$ cat config.mk
export PLATFORM = sky130hd
export DESIGN_NAME = serial_adder
export DESIGN_NICKNAME = d
export VERILOG_FILES = /design/src/rtl/serial_adder_pkg.sv /design/src/rtl/serial_adder_full_adder.sv /design/src/rtl/serial_adder.sv
export SDC_FILE = /design/constraint.sdc
export NUM_CORES = 1
export LEC_CHECK = 0
export ABC_AREA = 1
export ABC_CLOCK_PERIOD_IN_PS = 1500
export CAP_MARGIN = 0
export CORE_ASPECT_RATIO = 0.5
export CORE_MARGIN = 8
export CORE_UTILIZATION = 50
export CTS_CLUSTER_DIAMETER = 80
export CTS_CLUSTER_SIZE = 20
export DETAILED_ROUTE_END_ITERATION = 6
export PLACE_DENSITY = 0.77
export SYNTH_ARGS = -nofsm -noshare
export SYNTH_HDL_FRONTEND = slang
export SYNTH_HIERARCHICAL = 1
export SYNTH_SLANG_ARGS = --single-unit
$ cat constraint.sdc
create_clock -name clk -period 1.5 [get_ports clk]
set_clock_uncertainty 0.15 [all_clocks]
set_input_delay 0.45 -clock clk [delete_from_list [all_inputs] [get_ports clk]]
set_output_delay 0.45 -clock clk [all_outputs]
set_load 0.03 [all_outputs]
$ cat src/rtl/serial_adder_pkg.sv
// Shared definitions for the bit-serial adder: FSM state encoding and counter sizing.
package serial_adder_pkg;

  typedef enum logic [1:0] {
    ST_IDLE  = 2'd0,
    ST_SHIFT = 2'd1,
    ST_DONE  = 2'd2
  } state_t;

  // Bit-counter width; kept at least 1 so the counter never collapses to zero bits.
  function automatic int cnt_w(input int width);
    return (width <= 2) ? 1 : $clog2(width);
  endfunction

endpackage

$ cat src/rtl/serial_adder_full_adder.sv
// One-bit full adder cell; the serial adder runs every bit through this single slice.
module serial_adder_full_adder (
  input  logic i_a,
  input  logic i_b,
  input  logic i_c,
  output logic o_sum,
  output logic o_carry
);

  assign o_sum   = i_a ^ i_b ^ i_c;
  assign o_carry = (i_a & i_b) | (i_c & (i_a ^ i_b));

endmodule

$ cat src/rtl/serial_adder.sv
// Bit-serial WIDTH-bit adder: one full-adder slice plus a carry flop, LSB first,
// WIDTH cycles per add with a one-cycle done pulse and held registered result.
module serial_adder
  import serial_adder_pkg::*;
#(
  parameter int WIDTH = 8
) (
  input  logic             clk,
  input  logic             rst_n,
  input  logic             start,
  input  logic [WIDTH-1:0] a,
  input  logic [WIDTH-1:0] b,
  input  logic             cin,
  output logic             busy,
  output logic             done,
  output logic [WIDTH-1:0] sum,
  output logic             cout
);

  localparam int               CNT_W    = cnt_w(WIDTH);
  localparam logic [CNT_W-1:0] CNT_LAST = CNT_W'(WIDTH - 1);

  state_t           r_state;
  state_t           w_state_next;
  logic [WIDTH-1:0] r_a_sh;
  logic [WIDTH-1:0] r_b_sh;
  // Only the upper WIDTH-1 partial-sum bits need storing; the newest bit comes from the slice.
  logic [WIDTH-2:0] r_s_sh;
  logic [WIDTH-1:0] r_sum;
  logic             r_cout;
  logic             r_c_ff;
  logic [CNT_W-1:0] r_cnt;

  logic             w_fa_sum;
  logic             w_fa_carry;
  logic             w_load;
  logic             w_last;
  logic [WIDTH-1:0] w_s_next;

  serial_adder_full_adder u_fa (
    .i_a     (r_a_sh[0]),
    .i_b     (r_b_sh[0]),
    .i_c     (r_c_ff),
    .o_sum   (w_fa_sum),
    .o_carry (w_fa_carry)
  );

  assign w_last   = (r_cnt == CNT_LAST);
  assign w_s_next = {w_fa_sum, r_s_sh};

  always_comb begin
    w_state_next = r_state;
    w_load       = 1'b0;
    case (r_state)
      ST_IDLE: begin
        if (start) begin
          w_load       = 1'b1;
          w_state_next = ST_SHIFT;
        end
      end
      ST_SHIFT: begin
        if (w_last) begin
          w_state_next = ST_DONE;
        end
      end
      ST_DONE: begin
        if (start) begin
          w_load       = 1'b1;
          w_state_next = ST_SHIFT;
        end else begin
          w_state_next = ST_IDLE;
        end
      end
      default: w_state_next = ST_IDLE;
    endcase
  end

  always_ff @(posedge clk or negedge rst_n) begin
    if (!rst_n) begin
      r_state <= ST_IDLE;
    end else begin
      r_state <= w_state_next;
    end
  end

  always_ff @(posedge clk or negedge rst_n) begin
    if (!rst_n) begin
      r_a_sh <= '0;
      r_b_sh <= '0;
      r_s_sh <= '0;
      r_c_ff <= 1'b0;
      r_cnt  <= '0;
      r_sum  <= '0;
      r_cout <= 1'b0;
    end else if (w_load) begin
      r_a_sh <= a;
      r_b_sh <= b;
      r_c_ff <= cin;
      r_cnt  <= '0;
    end else if (r_state == ST_SHIFT) begin
      r_a_sh <= r_a_sh >> 1;
      r_b_sh <= r_b_sh >> 1;
      r_s_sh <= w_s_next[WIDTH-1:1];
      r_c_ff <= w_fa_carry;
      r_cnt  <= r_cnt + CNT_W'(1);
      // Result registers move only on the final bit so they hold through the next add.
      if (w_last) begin
        r_sum  <= w_s_next;
        r_cout <= w_fa_carry;
      end
    end
  end

  assign busy = (r_state == ST_SHIFT);
  assign done = (r_state == ST_DONE);
  assign sum  = r_sum;
  assign cout = r_cout;

endmodule
==> results.cfg <==
[cts]
cts.path.max_buffers = 2
cts_buffers = 5
htreeDepth = 2
clk_pin_slew_ns = 0.08
root_buffer = clkbuf_8
cts_tree = built
cts.sinks = 38
hold_buffers = 0
clock_latency_ns = 0.29

[timing]
fin_ws_ns = -0.1538
relSlewSlack = 0.8436
setup_tns_ns = -0.3010
finalCritPeriodShare = 1.103
setup_viol = 2
rsz0062_at_grt = yes
tightest_slew_ns = 0.2341
slew_violations = 0
finalHoldViolCount = 0
max_freq_mhz = 604.7
min_period_ns = 1.654

[routing]
vias = 1505
dr.pass1.iters = 4
vias_per_cell = 5.050
drc_errors = 0
routed_wl_um = 3951
wl_per_cell_um = 13.26
initialDrtViolationCount = 74
final_antenna_net_count = 0

[place]
hpwl_um = 2609
place_ws_ns = -0.2364
port_buffers = 30
place_area_um2 = 2126
placed_cells = 288
gp_congestion = 0.8140

[cells_and_area]
layout_common_cells = nand2_1 (83), dfrtp_1 (37), nand3_1 (27)
layout.nets = 278
final_common_cell = nand2_1
antenna_cells = 0
drive_above_1_share = 0.1719
instances_no_fill = 298
utilization = 0.6907
stdcell_area_um2 = 2333
syn_to_final_growth_pct = 34.95

[floorplanning]
start_util = 0.5119
die_h_um = 57.59
die_area_um2 = 5710
io_pins = 31
rows = 15
die_x_um = 99.17
coreArea_um2 = 3378

[outcome]
violations = negative setup slack
outcome = complete, but fails checks

[logic_synthesis]
synth_top_area_share = 0.5499
synth-seq-area-share = 0.5499
synth_area_leader_cell = dfrtp_1
ys.warnings.count = 6
synth_nets = 237
synthTopCellsByArea = dfrtp_1 (55%), nand2_1 (18%), nand3_1 (7.8%)
synth.distinct_cells = 15
synth_area_um2 = 1729
avgSynthCellArea_um2 = 8.080
syn_inst = 214
yosys_register_bits = 38

[critical_path]
reg2reg_depth = 6
crit_family = flip-flops
crit_required_ns = 0.90
critical_path_peak_fanout = 4
rrSetupSlack_ns = 0.09
endpoint_kind = output pin
cp.arrival_ns = 1.05
path_class = reg -> out
cpMaxStageDelayCell = dfrtp_2
r2r-end = r_c_ff$_DFFE_PN0P_
slowest_delay_ns = 0.46
r2r_start = r_state[0]$_DFFE_PN0P_
crit_chain = nor2_2 > buf_6
crit_path_start_kind = flip-flop
critical_path_depth = 2
path_buf_inv = 1

[worst_hold_path]
holdPathEnd = sum[6]$_DFFE_PN0P_
hold_class = reg -> reg
whs_path_depth = 2
hold_start = r_s_sh[6]$_DFFE_PN0P_

[global_routing]
grt_pass1_vias = 1447
overflow = 0
grt_pass1_wl_um = 6382
grt_max_degree = 39
track_usage = 0.1399
grt_antenna_before_repair = 0

[power_and_ir_drop]
power-per-cell-area_nw_per_um2 = 2199
p_leak_nw = 1.235
irDropWorstVdd_mv = 0.7722

[job]
cap_violations = 0
## stage by stage
step	total power [mW]	hold slack [ns]
final	5.131	0.3231
after global routing	5.505	0.3456
after CTS	5.084	0.3265
after detailed placement	3.955	0.3083
after global placement	3.856	0.3029
after floorplan	3.206	0.004409
## cells by family after synthesis
group,after synthesis,share of synthesized area
AO/OA/AOI/OAI,9,0.02605
adder cells (fa/ha/maj),3,0.02605
buffers and inverters,28,0.06584
flip-flops,38,0.5499
AND/OR/NAND/NOR,136,0.3321
## final cells by class
| type | count | area [um^2] |
|---|---|---|
| Tap cell | 42 | 52.55 |
| Clock inverter | 3 | 68.82 |
| Timing Repair Buffer | 43 | 426.7 |
| Fill cell | 287 | 1045 |
| Inverter | 18 | 67.56 |
| Clock buffer | 5 | 68.82 |
| Multi-Input combinational cell | 149 | 696.9 |
| Sequential cell | 38 | 952.2 |
## registers in the layout (all words and copies together) (netlist names)
register  flops
r_c_ff        1
r_b_sh        8
cout          1
r_s_sh        7
sum           8
r_a_sh        8
r_cnt         3
r_state       2
## how the worst max path moves through the flow
stage / from / end / slack, ns
floorplan: r_state[1]$_DFFE_PN0P_ / done / 0.009
global placement: start / r_a_sh[5]$_DFFE_PN0P_ / -0.19
detailed placement: start / r_a_sh[5]$_DFFE_PN0P_ / -0.24
CTS: r_state[0]$_DFFE_PN0P_ / busy / -0.18
global route: r_state[0]$_DFFE_PN0P_ / busy / -0.21
finish: r_state[0]$_DFFE_PN0P_ / done / -0.15
## synth_stat cells, drive strengths merged
library cell	instances
fa	1
nor2	17
nand3b	6
ha	2
dfrtp	38
a21oi	1
clkbuf	3
inv	18
nand3	27
o21ai	8
buf	7
nand2	86
## worst min-delay path: cells and delay by family (launching register included)
kind | cells | cell delay [ns]
flops | 1 | 0.34
simple gates | 2 | 0.11
## layer usage
layer	GRT usage	part of all wire
met1	0.1640	0.47
met2	0.2338	0.46
met3	0.04727	0.063
met4	0.05330	0.011
met5	0	0
## repair_timing
action                     CTS  global route
setup buffers                1             1
pin swaps                    0             1
setup endpoints to repair    6            31
gates cloned                 0             2
resized for setup            6             8
## power breakdown
| group | internal, mW | switching (mW) |
|---|---|---|
| clock network | 0.666 | 0.386 |
| logic | 0.925 | 1.37 |
| registers | 1.51 | 0.276 |
No activity file was read; power rests on OpenSTA's default activity.
